===== config.mk =====
export PLATFORM = sky130hd
export DESIGN_NAME = wm_program_ctrl_flat
export DESIGN_NICKNAME = d
export VERILOG_FILES = /design/src/rtl/wm_pkg.sv /design/src/rtl/wm_program_ctrl_if.sv /design/src/rtl/wm_stage_timer.sv /design/src/rtl/wm_program_ctrl.sv /design/src/flat_wrapper.sv
export SDC_FILE = /design/constraint.sdc
export NUM_CORES = 1
export LEC_CHECK = 0
export ABC_AREA = 1
export CELL_PAD_IN_SITES_DETAIL_PLACEMENT = 1
export CELL_PAD_IN_SITES_GLOBAL_PLACEMENT = 2
export CORE_ASPECT_RATIO = 1.25
export CORE_MARGIN = 2
export CORE_UTILIZATION = 25
export CTS_CLUSTER_DIAMETER = 40
export DETAILED_ROUTE_END_ITERATION = 8
export HOLD_SLACK_MARGIN = 0.03
export PLACE_DENSITY = 0.74
export SLEW_MARGIN = 20
export SYNTH_ARGS = -nofsm -noshare
export SYNTH_HDL_FRONTEND = slang
export SYNTH_HIERARCHICAL = 1
export SYNTH_SLANG_ARGS = --single-unit
export TNS_END_PERCENT = 5

===== constraint.sdc =====
create_clock -name clk -period 10.8 [get_ports clk]
set_clock_uncertainty 0.1 [all_clocks]
set_input_delay 1.08 -clock clk [delete_from_list [all_inputs] [get_ports clk]]
set_output_delay 1.08 -clock clk [all_outputs]
set_load 0.05 [all_outputs]

===== src/rtl/wm_pkg.sv =====
// Shared types for the washing-machine program controller: stage and mode
// encodings plus the helper that turns a stage and program into a timer load.
package wm_pkg;

  typedef enum logic [2:0] {
    ST_IDLE  = 3'b000,
    ST_FILL  = 3'b001,
    ST_WASH  = 3'b010,
    ST_DRAIN = 3'b011,
    ST_RINSE = 3'b100,
    ST_SPIN  = 3'b101,
    ST_DONE  = 3'b110
  } stage_e;

  typedef enum logic [1:0] {
    MODE_QUICK  = 2'd0,
    MODE_NORMAL = 2'd1,
    MODE_HEAVY  = 2'd2,
    MODE_ALT    = 2'd3
  } mode_e;

  // The spare panel code runs the NORMAL program.
  function automatic mode_e norm_mode(input logic [1:0] m);
    if (m == 2'd3) begin
      return MODE_NORMAL;
    end else begin
      return mode_e'(m);
    end
  endfunction

  // Timer load for a stage: base duration times (mode+1), minus one because
  // the stage also spends the cycle in which the timer reads zero.
  function automatic int unsigned stage_load(
    input stage_e      st,
    input mode_e       m,
    input int unsigned t_fill,
    input int unsigned t_wash,
    input int unsigned t_drain,
    input int unsigned t_rinse,
    input int unsigned t_spin
  );
    int unsigned base;
    int unsigned k;
    k = 32'(m) + 32'd1;
    case (st)
      ST_FILL:  base = t_fill;
      ST_WASH:  base = t_wash;
      ST_DRAIN: base = t_drain;
      ST_RINSE: base = t_rinse;
      ST_SPIN:  base = t_spin;
      default:  base = 32'd0;
    endcase
    if (base == 32'd0) begin
      return 32'd0;
    end else begin
      return (base * k) - 32'd1;
    end
  endfunction

endpackage


===== src/rtl/wm_program_ctrl_if.sv =====
// Front-panel / driver bundle of the washing-machine program controller.
interface wm_program_ctrl_if;
  logic       cycle;
  logic       supply;
  logic [1:0] mode;
  logic       abort;
  logic [2:0] stage;
  logic       door_lock;
  logic       paused;
  logic       done;

  modport master (
    output cycle, supply, mode, abort,
    input  stage, door_lock, paused, done
  );

  modport slave (
    input  cycle, supply, mode, abort,
    output stage, door_lock, paused, done
  );
endinterface


===== src/rtl/wm_stage_timer.sv =====
// Per-stage down-counter: load has priority, decrements while enabled and
// parks at zero so an idle machine never wraps.
module wm_stage_timer #(
  parameter int unsigned CNT_W = 16
) (
  input  logic             clk,
  input  logic             rst,
  input  logic             load,
  input  logic [CNT_W-1:0] load_val,
  input  logic             en,
  output logic             zero
);

  logic [CNT_W-1:0] cnt_q;
  logic [CNT_W-1:0] cnt_d;

  assign zero = (cnt_q == {CNT_W{1'b0}});

  // Next count: load, else decrement when running and not yet expired.
  always_comb begin
    cnt_d = cnt_q;
    if (load) begin
      cnt_d = load_val;
    end else if (en && !zero) begin
      cnt_d = cnt_q - CNT_W'(1);
    end else begin
      cnt_d = cnt_q;
    end
  end

  // Counter register.
  always_ff @(posedge clk or posedge rst) begin
    if (rst) begin
      cnt_q <= {CNT_W{1'b0}};
    end else begin
      cnt_q <= cnt_d;
    end
  end

endmodule


===== src/rtl/wm_program_ctrl.sv =====
// Washing-machine program sequencer: FILL/WASH/DRAIN/RINSE/SPIN with scaled
// stage timers, rinse passes, supply-loss pause and abort to drain.
module wm_program_ctrl #(
  parameter int unsigned CNT_W   = 16,
  parameter int unsigned T_FILL  = 20,
  parameter int unsigned T_WASH  = 60,
  parameter int unsigned T_DRAIN = 15,
  parameter int unsigned T_RINSE = 30,
  parameter int unsigned T_SPIN  = 40,
  parameter int unsigned RINSES  = 2
) (
  input logic              clk,
  input logic              rst,
  wm_program_ctrl_if.slave bus
);
  import wm_pkg::*;

  localparam int unsigned RC_W = $clog2(RINSES + 2);

  stage_e           stage_q, stage_d;
  mode_e            mode_q, mode_d;
  logic [RC_W-1:0]  rinse_q, rinse_d;
  logic             abort_pend_q, abort_pend_d;
  logic             door_lock_q, door_lock_d;
  logic             done_q, done_d;
  logic [RC_W-1:0]  rinse_total;
  logic             tmr_load;
  logic             tmr_zero;
  logic [CNT_W-1:0] tmr_load_val;

  // HEAVY adds one extra rinse pass.
  always_comb begin
    if (mode_q == MODE_HEAVY) begin
      rinse_total = RC_W'(RINSES + 1);
    end else begin
      rinse_total = RC_W'(RINSES);
    end
  end

  // Next-state logic; everything holds while supply is absent.
  always_comb begin
    stage_d      = stage_q;
    mode_d       = mode_q;
    rinse_d      = rinse_q;
    abort_pend_d = abort_pend_q;
    tmr_load     = 1'b0;
    if (bus.supply) begin
      case (stage_q)
        ST_IDLE: begin
          if (bus.cycle) begin
            stage_d      = ST_FILL;
            mode_d       = norm_mode(bus.mode);
            rinse_d      = {RC_W{1'b0}};
            abort_pend_d = 1'b0;
            tmr_load     = 1'b1;
          end else begin
            stage_d = ST_IDLE;
          end
        end
        ST_FILL, ST_WASH, ST_RINSE: begin
          // Abort beats a coincident timer expiry.
          if (bus.abort) begin
            stage_d      = ST_DRAIN;
            abort_pend_d = 1'b1;
            tmr_load     = 1'b1;
          end else if (tmr_zero) begin
            tmr_load = 1'b1;
            if (stage_q == ST_FILL) begin
              stage_d = ST_WASH;
            end else if (stage_q == ST_WASH) begin
              stage_d = ST_DRAIN;
            end else begin
              stage_d = ST_DRAIN;
              rinse_d = rinse_q + RC_W'(1);
            end
          end else begin
            stage_d = stage_q;
          end
        end
        ST_DRAIN: begin
          abort_pend_d = abort_pend_q | bus.abort;
          if (tmr_zero) begin
            tmr_load = 1'b1;
            if (abort_pend_q || bus.abort) begin
              stage_d = ST_DONE;
            end else if (rinse_q < rinse_total) begin
              stage_d = ST_RINSE;
            end else begin
              stage_d = ST_SPIN;
            end
          end else begin
            stage_d = ST_DRAIN;
          end
        end
        ST_SPIN: begin
          if (tmr_zero) begin
            stage_d = ST_DONE;
          end else begin
            stage_d = ST_SPIN;
          end
        end
        ST_DONE: begin
          stage_d = ST_IDLE;
        end
        default: begin
          stage_d = ST_IDLE;
        end
      endcase
    end else begin
      stage_d = stage_q;
    end
  end

  // Outputs are decoded from the next stage so they register with it.
  always_comb begin
    door_lock_d  = (stage_d != ST_IDLE) && (stage_d != ST_DONE);
    done_d       = (stage_d == ST_DONE);
    tmr_load_val = CNT_W'(stage_load(stage_d, mode_d, T_FILL, T_WASH,
                                     T_DRAIN, T_RINSE, T_SPIN));
  end

  // State, latched program and registered outputs.
  always_ff @(posedge clk or posedge rst) begin
    if (rst) begin
      stage_q      <= ST_IDLE;
      mode_q       <= MODE_NORMAL;
      rinse_q      <= {RC_W{1'b0}};
      abort_pend_q <= 1'b0;
      door_lock_q  <= 1'b0;
      done_q       <= 1'b0;
    end else begin
      stage_q      <= stage_d;
      mode_q       <= mode_d;
      rinse_q      <= rinse_d;
      abort_pend_q <= abort_pend_d;
      door_lock_q  <= door_lock_d;
      done_q       <= done_d;
    end
  end

  wm_stage_timer #(.CNT_W(CNT_W)) u_timer (
    .clk      (clk),
    .rst      (rst),
    .load     (tmr_load),
    .load_val (tmr_load_val),
    .en       (bus.supply),
    .zero     (tmr_zero)
  );

  assign bus.stage     = stage_q;
  assign bus.door_lock = door_lock_q;
  assign bus.done      = done_q;
  // Follows mains directly so the panel shows a pause the moment power drops.
  assign bus.paused    = ~bus.supply & (stage_q != ST_IDLE);

endmodule


===== src/flat_wrapper.sv =====
// flat-port wrapper written by rule: the top's interface ports become plain ports
module wm_program_ctrl_flat import wm_pkg::*;
#(
  parameter int unsigned CNT_W   = 16,
  parameter int unsigned T_FILL  = 20,
  parameter int unsigned T_WASH  = 60,
  parameter int unsigned T_DRAIN = 15,
  parameter int unsigned T_RINSE = 30,
  parameter int unsigned T_SPIN  = 40,
  parameter int unsigned RINSES  = 2
)
  (clk, rst, bus_cycle, bus_supply, bus_mode, bus_abort, bus_stage, bus_door_lock, bus_paused, bus_done);
  wm_program_ctrl_if bus_i ();
  input logic clk;
  input logic rst;
  input wire logic [$bits(bus_i.cycle)-1:0] bus_cycle;
  input wire logic [$bits(bus_i.supply)-1:0] bus_supply;
  input wire logic [$bits(bus_i.mode)-1:0] bus_mode;
  input wire logic [$bits(bus_i.abort)-1:0] bus_abort;
  output wire logic [$bits(bus_i.stage)-1:0] bus_stage;
  output wire logic [$bits(bus_i.door_lock)-1:0] bus_door_lock;
  output wire logic [$bits(bus_i.paused)-1:0] bus_paused;
  output wire logic [$bits(bus_i.done)-1:0] bus_done;
  assign bus_i.cycle = bus_cycle;
  assign bus_i.supply = bus_supply;
  assign bus_i.mode = bus_mode;
  assign bus_i.abort = bus_abort;
  assign bus_stage = bus_i.stage;
  assign bus_door_lock = bus_i.door_lock;
  assign bus_paused = bus_i.paused;
  assign bus_done = bus_i.done;
  wm_program_ctrl #(.CNT_W(CNT_W), .T_FILL(T_FILL), .T_WASH(T_WASH), .T_DRAIN(T_DRAIN), .T_RINSE(T_RINSE), .T_SPIN(T_SPIN), .RINSES(RINSES)) u_core (.clk(clk), .rst(rst), .bus(bus_i));
endmodule

==> flow_summary_export.csv, run 1 <==
group,metric,value,unit
cts,clock_sinks,26,
layout,area.growth.synth_to_final,14.1,%
cts,tritoncts.num_buffers,3,
global_route,grt_max_degree,19,
cts,cts-root-to-sink-buffers,2,
layout,fraction_of_final_layout_cells_with_drive_strength_greater_than_1,10.7,%
synth,synthesis.instances,400,
pwr,vdd_ir_drop_max,0.102,mV
layout,layout.nets,436,
global_route,track_usage,14.0,%
synth,yosysSeqAreaShare,25.5,%
detailed_routing,detail_route.vias_per_cell,4.55,
detailed_routing,route.vias.total,2462,
worst_hold_path,timing.hold.worst_path_depth,2,
global_route,grt_pass1_vias,2605,
layout,antenna_diodes,0,
cts,postCtsSetupBuffers,0,
detailed_routing,drt-initial-drc-count,35,
cts,cts_tree,"built",
floorplan,initial_core_util,25.5,%
sta,slew_violations,0,
setup_path,regToRegEndpoint,"u_core/u_timer/cnt_q[9]",
floorplan,fp.dieW,94.5,um
pwr,powerDensity,355,nW/um2
cts,cts_htree_levels,1,
flow_run,max_cap_viol_count,0,
sta,finalHoldViolCount,0,
floorplan,die-height,117,um
layout,postLayoutCellArea,2920,um2
sta,timing.fmax,0.176,GHz
sta,layout_worst_path_cycle_share,52.7,%
pwr,power.net_switching,0.557,mW
detailed_routing,ant_nets,0,
setup_path,worst_r2r_path_depth,29,
floorplan,floorplan.core_area,10100,um2
setup_path,endpoint_kind,"flip-flop",
detailed_routing,routed_wire_per_std_cell,13.1,um
sta,setup-tns-final,0,ns
cts,root_buffer_cell,"sky130_fd_sc_hd__clkbuf_16",
floorplan,row_count,41,
layout,postLayoutCoreUtil,29.1,%
synth,yosysUniqueCellTypes,39,
cts,post_cts.resized_instances,0,
setup_path,setup.worst_path.start_class,"flip-flop",
pwr,clock_power_share,10.9,%
pwr,power.switching_fraction,53.7,%
pwr,power_leakage,1.53,nW
sta,rsz_0062_raised_after_global_routing,"false",
synth,syn-mean-instance-area,6.40,um2
sta,slew_headroom,54.8,%
pwr,combinationalPowerShare,71.1,%
global_route,antenna_found_initial,0,
synth,synth_enable_flop_cells,0,
setup_path,type_of_the_setup_path_with_the_least_slack,"flip-flop to flip-flop",
cts,clk-insertion-delay-late,0.27,ns
global_route,grt_pass1_wl,12200,um
sta,max_slew.worst_pin.slew,0.678,ns
sta,final-setup-viol-count,0,
placement,postPlaceCellArea,2820,um2
floorplan,design.die.area,11100,um2
placement,place.port_buffers,12,
setup_path,startpoint_of_the_lowest_slack_register_to_register_path,"u_core/u_timer/cnt_q[0]",
synth,synthesis.area,2560,um2
worst_hold_path,hold_path_end,"u_core/abort_pend_q",
pwr,power.sequential.fraction,18.0,%
synth,synth_seq_cells,26,
sta,timing.final.crit_period,5.69,ns
setup_path,reg2reg_setup_slack,5.11,ns
setup_path,critPathMaxFanout,7,
global_route,global_route.overflow_total,0,
setup_path,critical-path-slowest-cell,"sky130_fd_sc_hd__fa_1",
detailed_routing,routed_wirelength,7100,um
synth,mappedNetlistNets,423,
setup_path,critical-path-max-stage-delay,0.46,ns
detailed_routing,drcViolationCount,0,
detailed_routing,drtPass1Iterations,4,
synth,postSynth.topFlopCell,"sky130_fd_sc_hd__dfrtp_1",
setup_path,required_arrival_time_at_the_worst_endpoint,10.89,ns
floorplan,io-pin-count,13,
worst_hold_path,timing.hold.worst.class,"flip-flop to flip-flop",
worst_hold_path,min_delay_src,"u_core/abort_pend_q",
cts,cts_hold_buf,0,
setup_path,cp_data_arrival_time,5.77,ns
pwr,cellInternalPower,0.479,mW
synth,yosysWarningCount,6,
placement,dp_hpwl,5860,um
placement,finalWeightedCongestion,0.755,
setup_path,critical-path-top-cell-by-count,"sky130_fd_sc_hd__nor2_1",
synth,synthArstFlopShare,100,%
status,run_status,"completed",
cts,clk_transition_reported_paths,0.08,ns
[cell families (layout without fill, tap and decap cells)]
group	count (synthesis)	after routing	synth area share, %
buffers and inverters	58	70	9.33
and+or+nand+nor	253	253	43.8
adders and majority gates	16	16	9.29
DFF	26	26	25.5
xor gates and xnor gates	13	13	4.45
AOI/OAI and AO/OA	34	34	7.63
[synth_stat cells (all sizes together), types with 2 or more instances]
master / instances / share of area, %
nand2: 140 / 23
nor2: 64 / 9.9
inv: 51 / 7.6
nand3: 33 / 6.8
dfrtp: 25 / 24
o21ai: 16 / 3.1
a21oi: 13 / 3.0
ha: 11 / 5.4
xor2: 7 / 2.4
or2: 6 / 1.5
xnor2: 6 / 2.1
buf: 5 / 1.4
fa: 5 / 3.9
nand4: 4 / 1.2
nand3b: 2 / 0.59
nor3: 2 / 0.39
[sequential cells by signal (all words and copies together) (netlist names)]
register              cells
u_core/bus.stage          3
u_core/bus.door_lock      1
u_core/mode_q             2
u_core/rinse_q            2
u_core/abort_pend_q       1
u_core/bus.done           1
u_core/u_timer/cnt_q     16
[cells in the final DEF (no fill, tap or decap), types with 3 or more instances in the layout]
| cell | synthesis | layout |
|---|---|---|
| sky130_fd_sc_hd__inv_1 | 43 | 43 |
| sky130_fd_sc_hd__or2_2 | 4 | 4 |
| sky130_fd_sc_hd__nor2_1 | 61 | 61 |
| sky130_fd_sc_hd__o21ai_0 | 13 | 13 |
| sky130_fd_sc_hd__nand2_2 | 12 | 12 |
| sky130_fd_sc_hd__xor2_1 | 7 | 7 |
| sky130_fd_sc_hd__xnor2_1 | 6 | 6 |
| sky130_fd_sc_hd__ha_1 | 11 | 11 |
| sky130_fd_sc_hd__nand2_4 | 4 | 4 |
| sky130_fd_sc_hd__nand3_1 | 31 | 31 |
| sky130_fd_sc_hd__inv_2 | 7 | 7 |
| sky130_fd_sc_hd__clkbuf_16 | 0 | 3 |
| sky130_fd_sc_hd__dfrtp_1 | 25 | 25 |
| sky130_fd_sc_hd__nand2_1 | 124 | 124 |
| sky130_fd_sc_hd__o21ai_1 | 3 | 3 |
| sky130_fd_sc_hd__nand4_1 | 3 | 3 |
| sky130_fd_sc_hd__a21oi_1 | 12 | 12 |
| sky130_fd_sc_hd__clkdlybuf4s50_1 | 0 | 12 |
| sky130_fd_sc_hd__fa_1 | 5 | 5 |
[worst max path at each step]
stage	start	cells after the start	to	slack (ns)
after floorplan	u_core/u_timer/cnt_q[0]	27	u_core/u_timer/cnt_q[9]	5.67
after global placement	bus_supply	21	u_core/u_timer/cnt_q[9]	5.03
after detailed placement	bus_supply	21	u_core/u_timer/cnt_q[9]	4.81
after CTS	u_core/u_timer/cnt_q[0]	29	u_core/u_timer/cnt_q[9]	5.06
after global routing	u_core/u_timer/cnt_q[0]	29	u_core/u_timer/cnt_q[9]	4.64
final	u_core/u_timer/cnt_q[0]	29	u_core/u_timer/cnt_q[9]	5.11
[routing by layer]
layer / routed length, um / vias up / global-route usage (%)
li1: - / 1272 / -
met1: 3120 / 1166 / 16.2
met2: 3740 / 18 / 26.9
met3: 114 / 6 / 1.60
met4: 130 / 0 / 4.35
met5: 0 / - / 0
[critical path, delay by kind of cell (launching register included)]
family	cells	cell delay [ns]
adders and majority gates	4	1.31
buffers and inverters	4	0.51
DFF	1	0.40
xor gates and xnor gates	1	0.19
AOI/OAI and AO/OA	4	0.67
and+or+nand+nor	16	2.43
[per-stage QoR]
step	setup slack, ns	power [mW]	hold WS, ns	std cells
2_1_floorplan	5.67	0.765	0.354	400
3_3_place_gp	5.03	0.918	0.377	537
3_5_place_dp	4.81	0.935	0.387	537
4_1_cts	5.06	1.06	0.407	541
5_1_grt	4.64	1.17	0.454	541
6_report	5.11	1.04	0.396	541
[area by class of cell]
| type | instances | area, um2 |
|---|---|---|
| fill | 1340 | 7130 |
| multi-input combinational | 316 | 1670 |
| sequential | 26 | 652 |
| inverter | 52 | 199 |
| tap | 129 | 161 |
| timing repair buffer | 14 | 135 |
| clock buffer | 3 | 75.1 |
| clock inverter | 1 | 30.0 |
[power groups by stage]
stage | Combinational [mW] | Clock, mW | Sequential, mW
6_report | 0.737 | 0.113 | 0.187
5_1_grt | 0.853 | 0.121 | 0.194
4_1_cts | 0.752 | 0.117 | 0.187
3_5_place_dp | 0.747 | 0 | 0.188
3_3_place_gp | 0.732 | 0 | 0.187
2_1_floorplan | 0.576 | 0 | 0.189
(Power assumes the default switching activity.)
==> run 2, diff against run 1 <==
--- a/config.mk
+++ b/config.mk
@@ -14,7 +14,7 @@
 export CTS_CLUSTER_DIAMETER = 40
 export DETAILED_ROUTE_END_ITERATION = 8
 export HOLD_SLACK_MARGIN = 0.03
-export PLACE_DENSITY = 0.74
+export PLACE_DENSITY = 0.76
 export SLEW_MARGIN = 20
 export SYNTH_ARGS = -nofsm -noshare
 export SYNTH_HDL_FRONTEND = slang
==> constraint.sdc (replaced) <==
create_clock -name clk -period 4.9 [get_ports clk]
set_clock_uncertainty 0.1 [all_clocks]
set_input_delay 0.49 -clock clk [delete_from_list [all_inputs] [get_ports clk]]
set_output_delay 0.49 -clock clk [all_outputs]
set_load 0.05 [all_outputs]
==> flow_summary_export.csv, run 2 (synthesis results as in run 1) <==
group,metric,value,unit
setup_path,cp_top_family,"simple AND/OR/NAND/NOR gates",
cts,clk_transition_reported_paths,0.07,ns
worst_hold_path,timing.hold.worst.class,"flip-flop to flip-flop",
sta,finalHoldViolCount,0,
floorplan,floorplan.core_area,10100,um2
sta,final-setup-viol-count,0,
detailed_routing,drt-initial-drc-count,84,
global_route,global_route.overflow_total,0,
floorplan,initial_core_util,25.5,%
layout,area.growth.synth_to_final,49.2,%
sta,slew_violations,0,
detailed_routing,route.vias.total,2757,
placement,finalWeightedCongestion,0.847,
layout,highest_count_cells_in_the_layout_ignoring_fill_and_taps,"112 x sky130_fd_sc_hd__nand2_1, 69 x sky130_fd_sc_hd__buf_4, 49 x sky130_fd_sc_hd__nor2_1, 38 x sky130_fd_sc_hd__inv_1, 26 x sky130_fd_sc_hd__nand3_1",
cts,cts-root-to-sink-buffers,2,
detailed_routing,drcViolationCount,0,
cts,cts_htree_levels,1,
sta,slew_headroom,52.8,%
floorplan,row_count,41,
sta,setup-tns-final,0,ns
setup_path,endpoint_kind,"flip-flop",
layout,n_fill_cell,1291,
detailed_routing,routed_wire_per_std_cell,13.7,um
global_route,grt_max_degree,19,
detailed_routing,ant_nets,0,
layout,antenna_diodes,0,
placement,dpl_worst_slack,-0.187,ns
global_route,antenna_found_initial,0,
layout,layout.nets,505,
sta,rsz_0062_raised_after_global_routing,"true",
floorplan,design.die.area,11100,um2
status,run_status,"completed",
setup_path,critPathMaxFanout,7,
setup_path,critical-path-slowest-cell,"sky130_fd_sc_hd__fa_1",
setup_path,setup.worst_path.start_class,"flip-flop",
flow_run,max_cap_viol_count,0,
setup_path,required_arrival_time_at_the_worst_endpoint,5.01,ns
layout,final_common_cell,"sky130_fd_sc_hd__nand2_1",
setup_path,cp_data_arrival_time,4.91,ns
floorplan,io-pin-count,13,
floorplan,die-height,117,um
sta,layout_worst_path_cycle_share,98.0,%
global_route,grt_pass1_wl,13400,um
cts,clk-insertion-delay-late,0.27,ns
global_route,grt_pass1_vias,2819,
placement,place.port_buffers,12,
sta,timing.fmax,0.208,GHz
cts,clock_sinks,26,
layout,largest_register_ffs,16,
sta,max_slew.worst_pin.slew,0.707,ns
sta,timing.final.crit_period,4.80,ns
layout,regMostFlops,"u_core/u_timer/cnt_q",
global_route,track_usage,15.3,%
cts,cts_hold_buf,0,
setup_path,critical-path-top-cell-by-count,"sky130_fd_sc_hd__nand2_1",
cts,cts_tree,"built",
sta,whs,0.401,ns
setup_path,critical-path-max-stage-delay,0.49,ns
sta,finalWorstSetupSlack,0.0997,ns
placement,postPlaceCellArea,3230,um2
floorplan,fp.dieW,94.5,um
detailed_routing,detail_route.vias_per_cell,4.52,
setup_path,crit_buf_inv,5,
detailed_routing,drtPass1Iterations,4,
layout,postLayoutCellArea,3820,um2
cts,root_buffer_cell,"sky130_fd_sc_hd__clkbuf_16",
placement,dp_hpwl,6320,um
detailed_routing,routed_wirelength,8380,um
cts,tritoncts.num_buffers,3,
setup_path,type_of_the_setup_path_with_the_least_slack,"flip-flop to flip-flop",
layout,fraction_of_final_layout_cells_with_drive_strength_greater_than_1,34.9,%
[run 2: cell count changes in the layout (fill, tap and decap cells not counted), sizes merged]
cell,delta
clkinv,-1
buf,+69
inv,+1
[run 2: worst paths after layout]
path                                               from                  endpoint  slack, ns  cells after the start
worst max-delay path            u_core/u_timer/cnt_q[1]  u_core/u_timer/cnt_q[11]        0.1                     32
worst min-delay path                u_core/abort_pend_q       u_core/abort_pend_q       0.40                      2
worst max register to register  u_core/u_timer/cnt_q[1]  u_core/u_timer/cnt_q[11]        0.1                     32
worst min register to register      u_core/abort_pend_q       u_core/abort_pend_q       0.40                      2
max in group asynchronous                           rst   u_core/u_timer/cnt_q[7]       3.69                      2
min in group asynchronous                           rst       u_core/abort_pend_q       0.44                      2
[run 2: cell type report]
cell class                 instances  area, um2  share of cell area, %
clock inverter                     1       30.0                  0.786
multi-input combinational        316       2030                   53.3
tap                              129        161                   4.23
sequential                        26        652                   17.1
clock buffer                       3       75.1                   1.97
timing repair buffer              83        661                   17.3
inverter                          52        205                   5.37
[run 2: routing by layer]
layer  part of all wire (%)  GRT usage (%)
met1                     42           18.0
met2                     56           29.6
met3                    1.5           2.18
met4                    1.1           2.80
met5                      0              0
[run 2: what timing repair did]
item,in CTS,in global routing
pin swaps,2,41
buffers inserted,1,16
setup endpoints to repair,10,10
resized for setup,9,78
[run 2: tightest hold or removal path: cells and delay by family, from the launching register on]
family / cells / cell delay (ns)
AND/OR/NAND/NOR: 1 / 0.05
AO/OA/AOI/OAI: 1 / 0.06
flip-flops: 1 / 0.35
[run 2: stage by stage]
step,utilization (%),std cells
after floorplan,-,400
after global placement,32.1,590
after detailed placement,32.1,590
after CTS,33.6,595
after global routing,38.0,610
final,38.0,610
Power of run 2 is not shown: default switching activity piles up to over one toggle a cycle in this logic, so the estimate is an artifact.
==> run 3, diff against run 2 <==
--- a/config.mk
+++ b/config.mk
@@ -13,8 +13,9 @@
 export CORE_UTILIZATION = 25
 export CTS_CLUSTER_DIAMETER = 40
 export DETAILED_ROUTE_END_ITERATION = 8
+export GPL_TIMING_DRIVEN = 1
 export HOLD_SLACK_MARGIN = 0.03
-export PLACE_DENSITY = 0.76
+export PLACE_DENSITY = 0.74
 export SLEW_MARGIN = 20
 export SYNTH_ARGS = -nofsm -noshare
 export SYNTH_HDL_FRONTEND = slang
==> constraint.sdc (replaced) <==
create_clock -name clk -period 4.8 [get_ports clk]
set_clock_uncertainty 0.1 [all_clocks]
set_input_delay 0.48 -clock clk [delete_from_list [all_inputs] [get_ports clk]]
set_output_delay 0.48 -clock clk [all_outputs]
set_load 0.05 [all_outputs]
==> flow_summary_export.csv, run 3 (synthesis results as in run 1) <==
group,metric,value,unit
detailed_routing,route.vias.total,2762,
setup_path,regToRegEndpoint,"u_core/u_timer/cnt_q[9]",
pwr,vdd_ir_drop_max,0.361,mV
detailed_routing,drt-initial-drc-count,59,
sta,finalHoldViolCount,0,
sta,final-setup-viol-count,4,
status,run_status,"finished, violations left",
global_route,antenna_found_initial,0,
detailed_routing,drcViolationCount,0,
detailed_routing,routed_wire_per_std_cell,13.8,um
layout,highest_count_cells_in_the_layout_ignoring_fill_and_taps,"113 x sky130_fd_sc_hd__nand2_1, 67 x sky130_fd_sc_hd__buf_4, 52 x sky130_fd_sc_hd__nor2_1, 39 x sky130_fd_sc_hd__inv_1, 28 x sky130_fd_sc_hd__nand3_1",
layout,antenna_diodes,0,
setup_path,setup.worst_path.start_class,"flip-flop",
floorplan,design.die.area,11100,um2
layout,final_common_cell,"sky130_fd_sc_hd__nand2_1",
setup_path,critPathMaxFanout,6,
cts,tritoncts.num_buffers,3,
cts,root_buffer_cell,"sky130_fd_sc_hd__clkbuf_16",
flow_run,max_cap_viol_count,0,
setup_path,critPathCapture,"u_core/u_timer/cnt_q[9]",
placement,place.port_buffers,12,
setup_path,required_arrival_time_at_the_worst_endpoint,4.86,ns
layout,largest_register_ffs,16,
setup_path,type_of_the_setup_path_with_the_least_slack,"flip-flop to flip-flop",
cts,cts_htree_levels,1,
sta,finalWorstSetupSlack,-0.0610,ns
setup_path,worst_r2r_path_depth,32,
placement,dp_hpwl,6580,um
floorplan,initial_core_util,25.5,%
global_route,grt_pass1_wl,13500,um
detailed_routing,detail_route.vias_per_cell,4.52,
global_route,global_route.overflow_total,0,
status,failing_checks,"negative setup slack",
cts,clk-insertion-delay-late,0.27,ns
placement,dpl_worst_slack,-0.307,ns
global_route,grt_max_degree,19,
detailed_routing,ant_nets,0,
detailed_routing,drtPass1Iterations,4,
cts,clk_transition_reported_paths,0.07,ns
layout,regArea,652,um2
layout,fraction_of_final_layout_cells_with_drive_strength_greater_than_1,33.0,%
setup_path,endpoint_kind,"flip-flop",
pwr,powerDensity,880,nW/um2
floorplan,floorplan.core_area,10100,um2
layout,area.growth.synth_to_final,45.5,%
cts,cts_tree,"built",
pwr,power_leakage,1.89,nW
floorplan,io-pin-count,13,
sta,whs,0.420,ns
worst_hold_path,timing.hold.worst.class,"flip-flop to flip-flop",
layout,layout.nets,506,
floorplan,row_count,41,
setup_path,startpoint,"u_core/u_timer/cnt_q[0]",
sta,timing.final.crit_period,4.86,ns
sta,slew_violations,0,
global_route,grt_pass1_vias,2838,
setup_path,startpoint_of_the_lowest_slack_register_to_register_path,"u_core/u_timer/cnt_q[0]",
setup_path,reg2reg_setup_slack,-0.06,ns
cts,clock_sinks,26,
pwr,post-layout-total-power,3.28,mW
sta,setup-tns-final,-0.157,ns
layout,n_fill_cell,1313,
setup_path,cp_data_arrival_time,4.92,ns
sta,slew_headroom,52.5,%
floorplan,die-height,117,um
global_route,track_usage,15.5,%
setup_path,critical-path-slowest-cell,"sky130_fd_sc_hd__fa_1",
floorplan,fp.dieW,94.5,um
sta,timing.fmax,0.206,GHz
layout,multi_input_comb_area,1940,um2
detailed_routing,routed_wirelength,8420,um
setup_path,critical-path-max-stage-delay,0.47,ns
sta,rsz_0062_raised_after_global_routing,"true",
cts,cts-root-to-sink-buffers,2,
placement,finalWeightedCongestion,0.829,
sta,max_slew.worst_pin.slew,0.712,ns
cts,cts_hold_buf,0,
sta,layout_worst_path_cycle_share,101,%
layout,regMostFlops,"u_core/u_timer/cnt_q",
-- run 3: metal layers --
metal | vias up | GRT usage (%) | share of wire (%)
met1 | 1334 | 17.9 | 42
met2 | 15 | 30.8 | 56
li1 | 1411 | - | -
met3 | 2 | 1.79 | 1.2
met5 | - | 0 | 0
met4 | 0 | 2.71 | 0.50
-- run 3: critical path, delay by kind of cell, from the launching register on --
kind	cells	cell delay, ns
AND/OR/NAND/NOR	19	1.95
buffers and inverters	5	0.60
XOR/XNOR	1	0.16
AO/OA/AOI/OAI	3	0.32
flip-flops	1	0.40
adder cells (fa/ha/maj)	4	1.21
-- run 3: final cells by class --
cell class / instances / area share [%]
multi-input cells: 316 / 52.1
flip-flops and latches: 26 / 17.5
well taps: 129 / 4.33
clock buffers: 4 / 2.39
repair buffers: 84 / 18.2
inverters: 52 / 5.44
-- run 3: how the worst min path moves through the flow --
stage	from	end	depth (start not counted)	slack (ns)
2_1_floorplan	rst	u_core/abort_pend_q	1	0.22
3_3_place_gp	u_core/abort_pend_q	u_core/abort_pend_q	2	0.38
3_5_place_dp	u_core/abort_pend_q	u_core/abort_pend_q	2	0.41
4_1_cts	u_core/abort_pend_q	u_core/abort_pend_q	2	0.42
5_1_grt	u_core/abort_pend_q	u_core/abort_pend_q	2	0.45
6_report	u_core/abort_pend_q	u_core/abort_pend_q	2	0.42
-- run 3: report_power, final --
part | total [mW] | internal [mW] | switching (mW)
clock | 0.214 | 0.128 | 0.0860
sequential | 0.400 | 0.313 | 0.0875
combinational | 2.66 | 1.23 | 1.43
total | 3.28 | 1.67 | 1.61
-- run 3: stage by stage --
step / area, um2 / std cells / util, %
3_3_place_gp: 3270 / 595 / 32.5
4_1_cts: 3390 / 600 / 33.8
3_5_place_dp: 3270 / 595 / 32.5
5_1_grt: 3720 / 611 / 37.0
2_1_floorplan: 2580 / 400 / -
6_report: 3720 / 611 / 37.0
-- run 3: repair_timing --
action	in CTS	in global routing
pin swaps	2	39
setup endpoints to repair	10	12
gates resized for setup	9	58
buffers inserted	1	11
==> variant 1: new RTL, config.mk and constraints of run 2 <==
`RINSES` is set to 2 in 2 places; all go to 4.
--- a/src/rtl/wm_program_ctrl.sv
+++ b/src/rtl/wm_program_ctrl.sv
@@ -9,3 +9,3 @@
   parameter int unsigned T_SPIN  = 40,
-  parameter int unsigned RINSES  = 2
+  parameter int unsigned RINSES  = 4
 ) (
--- a/src/flat_wrapper.sv
+++ b/src/flat_wrapper.sv
@@ -9,3 +9,3 @@
   parameter int unsigned T_SPIN  = 40,
-  parameter int unsigned RINSES  = 2
+  parameter int unsigned RINSES  = 4
 )
Function: same outputs for any inputs over 10 cycles, from zero or initial values and one cycle with rst high; that may be too few to reach the edited logic, so the function may still have changed.
==> variant 1 against run 2 <==
- synthesized area rose by 0.88%
- die area rose by 0.85%
- sequential cell count rose by 1
- first-iteration DRC count rose by 20%
- final area fell by 7.8%
- core utilization fell by 2.9 points
- setup slack improved by 0.16 ns
- routed wire length fell by 5.5%
- largest cell class unchanged
Power is left out: the tool's default activity adds up to more than one toggle a clock period on the data nets, which glitch-free logic cannot reach.
==> variant 1: results (changes against run 2) <==
INFO  metric dpl.hpwl = 6.357 mm (+0.54%)
INFO  metric grt_use_total = 14.55% (-0.78 points)
INFO  metric max_flop_register = u_core/u_timer/cnt_q
INFO  metric place_ws = -0.1470 ns (+0.03980 ns)
INFO  metric seq_area_frac_synth = 26.21% (+0.75 points)
INFO  metric start_kind = register
INFO  metric drt_first_iter_violations = 101 (+20%)
INFO  metric grt_pass1_vias = 2805 (-0.50%)
INFO  metric ctsRootBufferMaster = sky130_fd_sc_hd__clkbuf_16
INFO  metric grt_first_pass_wirelength = 13.12 mm (-1.8%)
INFO  metric detail_route.first_pass.iterations = 4 (unchanged)
INFO  metric worstRegToRegCells = 29 (-9.4%)
INFO  metric critical-path-slowest-cell = sky130_fd_sc_hd__fa_1
INFO  metric worstPathMaxFanout = 4 (-3)
INFO  metric hold_path_class = reg2reg
INFO  metric globalplace.congestion = 0.8345 (-1.5%)
INFO  metric hold_path.startpoint = u_core/mode_q[1]$_DFF_PP0_
INFO  metric synth-main-ff-cell = sky130_fd_sc_hd__dfrtp_1
INFO  metric detailroute.via_count = 2699 (-2.1%)
INFO  metric fin_nets = 488 (-3.4%)
INFO  metric terminus_of_the_critical_flop_to_flop_path = u_core/u_timer/cnt_q[7]$_DFFE_PP0P_
INFO  metric most_area_consuming_cells_after_synthesis = sky130_fd_sc_hd__dfrtp_1 25%, sky130_fd_sc_hd__nand2_1 19%, sky130_fd_sc_hd__nor2_1 9.2%, sky130_fd_sc_hd__nand3_1 6.8%, sky130_fd_sc_hd__ha_1 5.8%
INFO  metric diodes = 0 (unchanged)
INFO  metric synthesis.nets = 427 (+0.95%)
INFO  metric run_status = complete, no violations
INFO  metric fill_cells = 1319 (+2.2%)
INFO  metric clkTransAtPathRegs = 0.08 ns
INFO  metric relSlewSlack = 52.91% (+0.11 points)
INFO  metric cp_data_arrival_time = 4.69 ns (-0.22 ns)
INFO  metric achievable_clock_frequency = 0.2156 GHz (+3.5%)
INFO  metric worst_setup_path_endpoint = u_core/u_timer/cnt_q[7]$_DFFE_PP0P_
INFO  metric synthTopCellsByCount = 128 x sky130_fd_sc_hd__nand2_1, 63 x sky130_fd_sc_hd__nor2_1, 39 x sky130_fd_sc_hd__inv_1
INFO  metric synthDistinctLibCells = 35 (-10%)
INFO  metric num_cts_buffers = 3 (unchanged)
INFO  metric worst-r2r-setup-slack = 0.26 ns (+0.16 ns)
INFO  metric wl = 7.916 mm (-5.5%)
INFO  metric layout-drive-gt1-share = 29.37% (-5.6 points)
## variant 1: cell count changes in the layout (fill, tap and decap cells not counted), moves of 4 or more
cell / delta
sky130_fd_sc_hd__nand2_4: -4
sky130_fd_sc_hd__nor2_1: +4
sky130_fd_sc_hd__inv_2: +5
sky130_fd_sc_hd__buf_4: -21
sky130_fd_sc_hd__nand3_1: +5
## variant 1: critical path, delay by kind of cell (launching register included)
family	cells	cell delay (ns)
AO/OA/AOI/OAI	4	0.50
XOR/XNOR	1	0.17
adder cells (fa/ha/maj)	3	1.05
flip-flops	1	0.39
AND/OR/NAND/NOR	16	1.77
buffers and inverters	5	0.52
## variant 1: logic make-up after synthesis
group	after synthesis	share of synthesized area (%)
AO/OA/AOI/OAI	34	7.413
XOR/XNOR	14	4.748
buffers and inverters	57	8.818
flip-flops	27	26.21
adder cells (fa/ha/maj)	17	9.690
AND/OR/NAND/NOR	254	43.12
## variant 1: metal layers
metal | vias to the layer above | share of wire (%) | GRT usage (%)
li1 | 1374 | - | -
met1 | 1292 | 43 | 17.66
met2 | 26 | 55 | 27.22
met3 | 7 | 1.6 | 1.408
met4 | 0 | 0.90 | 2.899
met5 | - | 0 | 0
## variant 1: what timing repair did
item	4_1_cts	5_1_grt
hold buffers	0	0
pin swaps	4	28
resized for setup	15	50
buffers inserted	2	8
setup endpoints to repair	7	11
## variant 1: cell type report
type | count | area [um^2] | share of cell area, %
inverters | 52 | 197.7 | 5.613
multi-input cells | 319 | 1912 | 54.28
flip-flops and latches | 27 | 676.9 | 19.22
clock buffers | 3 | 75.07 | 2.131
clock inverters | 1 | 7.507 | 0.2131
well taps | 129 | 161.4 | 4.583
repair buffers | 61 | 491.7 | 13.96
## variant 1: through the flow
step / instances / instance area (um^2) / util (%) / hold WS, ns
after floorplan: 403 / 2597 / - / 0.2417
after global placement: 578 / 3139 / 31.22 / 0.4371
after detailed placement: 578 / 3139 / 31.22 / 0.4399
after CTS: 584 / 3279 / 32.62 / 0.4595
after global routing: 592 / 3522 / 35.03 / 0.5180
final: 592 / 3522 / 35.03 / 0.4448
## variant 1: how the worst min path moves through the flow
stage / end / cells after the start
5_1_grt: u_core/abort_pend_q$_DFFE_PP0P_ / 2
2_1_floorplan: u_core/abort_pend_q$_DFFE_PP0P_ / 1
6_report: u_core/mode_q[1]$_DFF_PP0_ / 2
4_1_cts: u_core/mode_q[1]$_DFF_PP0_ / 2
3_5_place_dp: u_core/mode_q[1]$_DFF_PP0_ / 2
3_3_place_gp: u_core/rinse_q[2]$_DFFE_PP0P_ / 2
==> variant 2: new RTL, flow settings as in run 2 <==
Made on the original files. Make the reset (`rst`) synchronous in 2 clocked blocks.
--- a/src/rtl/wm_stage_timer.sv
+++ b/src/rtl/wm_stage_timer.sv
@@ -31,3 +31,3 @@
   // Counter register.
-  always_ff @(posedge clk or posedge rst) begin
+  always_ff @(posedge clk) begin
     if (rst) begin
--- a/src/rtl/wm_program_ctrl.sv
+++ b/src/rtl/wm_program_ctrl.sv
@@ -122,3 +122,3 @@
   // State, latched program and registered outputs.
-  always_ff @(posedge clk or posedge rst) begin
+  always_ff @(posedge clk) begin
     if (rst) begin
Behaviour: differs if rst is asserted again (counterexample within 4 cycles, from zero or initial values and one cycle with rst high); with rst held inactive, the same outputs for 4 cycles.
==> variant 2 against run 2 <==
- final area down 0.43%
- global-route usage increased by 0.071 points
- routed wire length rose by 1.9%
- die area increased by 4.2%
- first-iteration DRC count is 48% lower
- synthesized area up 4.4%
- setup slack got worse by 0.067 ns
- sequential cell count stayed put
==> variant 2: results (changes against run 2) <==
INFO  metric power.switching_fraction = 40.85%
INFO  metric run_status = complete, no violations
INFO  metric hold_path_class = reg2reg
INFO  metric seq_area_frac_synth = 19.48% (-6.0 points)
INFO  metric cellLeakagePower = 0.001887 uW
INFO  metric hold_path_depth = 2 (unchanged)
INFO  metric placement.cell_area = 3253 um^2 (+0.74%)
INFO  metric htree_levels = 1 (unchanged)
INFO  metric wl = 8.538 mm (+1.9%)
INFO  metric drt_first_iter_violations = 44 (-48%)
INFO  metric place_ws = -0.5041 ns (-0.3173 ns)
INFO  metric final_area = 3802 um^2 (-0.43%)
INFO  metric worstRegToRegCells = 36 (+13%)
INFO  metric async_reset_ff_share = 0% (-100 points)
INFO  metric synth-main-ff-cell = sky130_fd_sc_hd__dfxtp_1
INFO  metric num_cts_buffers = 3 (unchanged)
INFO  metric synthDistinctLibCells = 39 (unchanged)
INFO  metric cp_data_arrival_time = 4.96 ns (+0.05 ns)
INFO  metric worstPathMaxFanout = 8 (+1)
INFO  metric irDropWorstVdd = 0.1161 mV
INFO  metric overall_overflow_remaining_after_global_route = 0 (unchanged)
INFO  metric max-cap-violations = 0 (unchanged)
INFO  metric ctsLongestPathBuffers = 2 (unchanged)
INFO  metric most_area_consuming_cells_after_synthesis = sky130_fd_sc_hd__dfxtp_1 19%, sky130_fd_sc_hd__nand2_1 15%, sky130_fd_sc_hd__nor2_1 15%, sky130_fd_sc_hd__inv_1 8.6%, sky130_fd_sc_hd__nand3_1 5.6%
INFO  metric synthTopCellsByCount = 108 x sky130_fd_sc_hd__nand2_1, 106 x sky130_fd_sc_hd__nor2_1, 61 x sky130_fd_sc_hd__inv_1
INFO  metric clkTransAtPathRegs = 0.08 ns
INFO  metric cpPeakStageDelay = 0.49 ns (about the same)
INFO  metric fin_nets = 550 (+8.9%)
INFO  metric port_buffers = 12 (unchanged)
INFO  metric largest_net_degree_at_the_start_of_global_routing = 23 (+4)
INFO  metric globalplace.congestion = 0.8457 (-0.20%)
INFO  metric diodes = 0 (unchanged)
INFO  metric ctsRootBufferMaster = sky130_fd_sc_hd__clkbuf_16
INFO  metric clk_latency = 0.27 ns (about the same)
INFO  metric critical-path-slowest-cell = sky130_fd_sc_hd__fa_1
INFO  metric antenna_found_initial = 0 (unchanged)
INFO  metric synth-warning-count = 6 (unchanged)
INFO  metric synthesis.nets = 478 (+13%)
INFO  metric largest_reg_flops = 16 (unchanged)
INFO  metric grt_pass1_vias = 3147 (+12%)
INFO  metric detail_route.first_pass.iterations = 4 (unchanged)
INFO  metric detailroute.via_count = 3007 (+9.1%)
INFO  metric max_flop_register = u_core/u_timer/cnt_q
INFO  metric dpl.hpwl = 6.631 mm (+4.9%)
INFO  metric fill_cells = 1371 (+6.2%)
INFO  metric relSlewSlack = 44.29% (-8.5 points)
INFO  metric grt_first_pass_wirelength = 14.29 mm (+7.0%)
INFO  metric layout-drive-gt1-share = 30.80% (-4.1 points)
INFO  metric grt_use_total = 15.40% (+0.071 points)
## variant 2: critical path, delay by kind of cell (launching register included)
kind	cells	cell delay, ns
buf+inv	9	0.99
compound gates	3	0.40
xor+xnor	1	0.24
flops	1	0.32
fa+ha+maj	3	0.96
simple gates	20	1.75
## variant 2: area by class of cell
type	count	share of cell area (%)
clock buffer	3	1.974
multi-input combinational	355	56.14
tap	132	4.344
timing repair buffer	76	16.52
sequential	26	13.75
inverter	65	6.482
clock inverter	1	0.7897
## variant 2: cells by family after synthesis
group / share of synthesized area [%]
fa+ha+maj: 8.895
xor+xnor: 2.621
simple gates: 47.28
buf+inv: 11.00
compound gates: 10.72
flops: 19.48
## variant 2: repair_timing
| item | in CTS | in global routing |
|---|---|---|
| endpoints found under the setup margin | 12 | 13 |
| buffers inserted | 9 | 9 |
| endpoints found under the hold margin | 0 | 0 |
| pin swaps | 33 | 43 |
| resized for setup | 37 | 49 |
| cloned | 0 | 0 |
## variant 2: layer usage
| layer | up-vias | track usage (%) | wire length, um |
|---|---|---|---|
| li1 | 1555 | - | - |
| met1 | 1420 | 18.47 | 3682 |
| met2 | 21 | 28.60 | 4616 |
| met3 | 11 | 1.444 | 84 |
| met4 | 0 | 4.049 | 154 |
| met5 | - | 0 | 0 |
## variant 2: metrics by stage
stage	std cells	TNS (ns)	hold WS [ns]	total power, uW
global placement	636	-2.577	0.3491	767.2
finish	658	0	0.3740	1135
global route	658	-2.043	0.4051	1227
floorplan	455	0	0.3402	596.0
CTS	649	-1.332	0.3741	1079
detailed placement	636	-4.560	0.3624	781.4
## variant 2: power groups by stage
stage                     clock [uW]  sequential [uW]  combinational, uW
final                            245              265                625
after global routing             259              268                699
after CTS                        253              264                562
after detailed placement           0              266                515
after global placement             0              265                502
after floorplan                    0              271                325
## variant 2: worst paths after layout
path / start / slack (ns) / endpoint
worst min register to register: u_core/rinse_q[1]$_SDFFE_PP0P_ / 0.37 / u_core/rinse_q[1]$_SDFFE_PP0P_
worst max-delay path: u_core/u_timer/cnt_q[0]$_SDFFE_PP0P_ / 0.03 / u_core/u_timer/cnt_q[13]$_SDFFE_PP0P_
worst min-delay path: u_core/rinse_q[1]$_SDFFE_PP0P_ / 0.37 / u_core/rinse_q[1]$_SDFFE_PP0P_
worst max register to register: u_core/u_timer/cnt_q[0]$_SDFFE_PP0P_ / 0.03 / u_core/u_timer/cnt_q[13]$_SDFFE_PP0P_
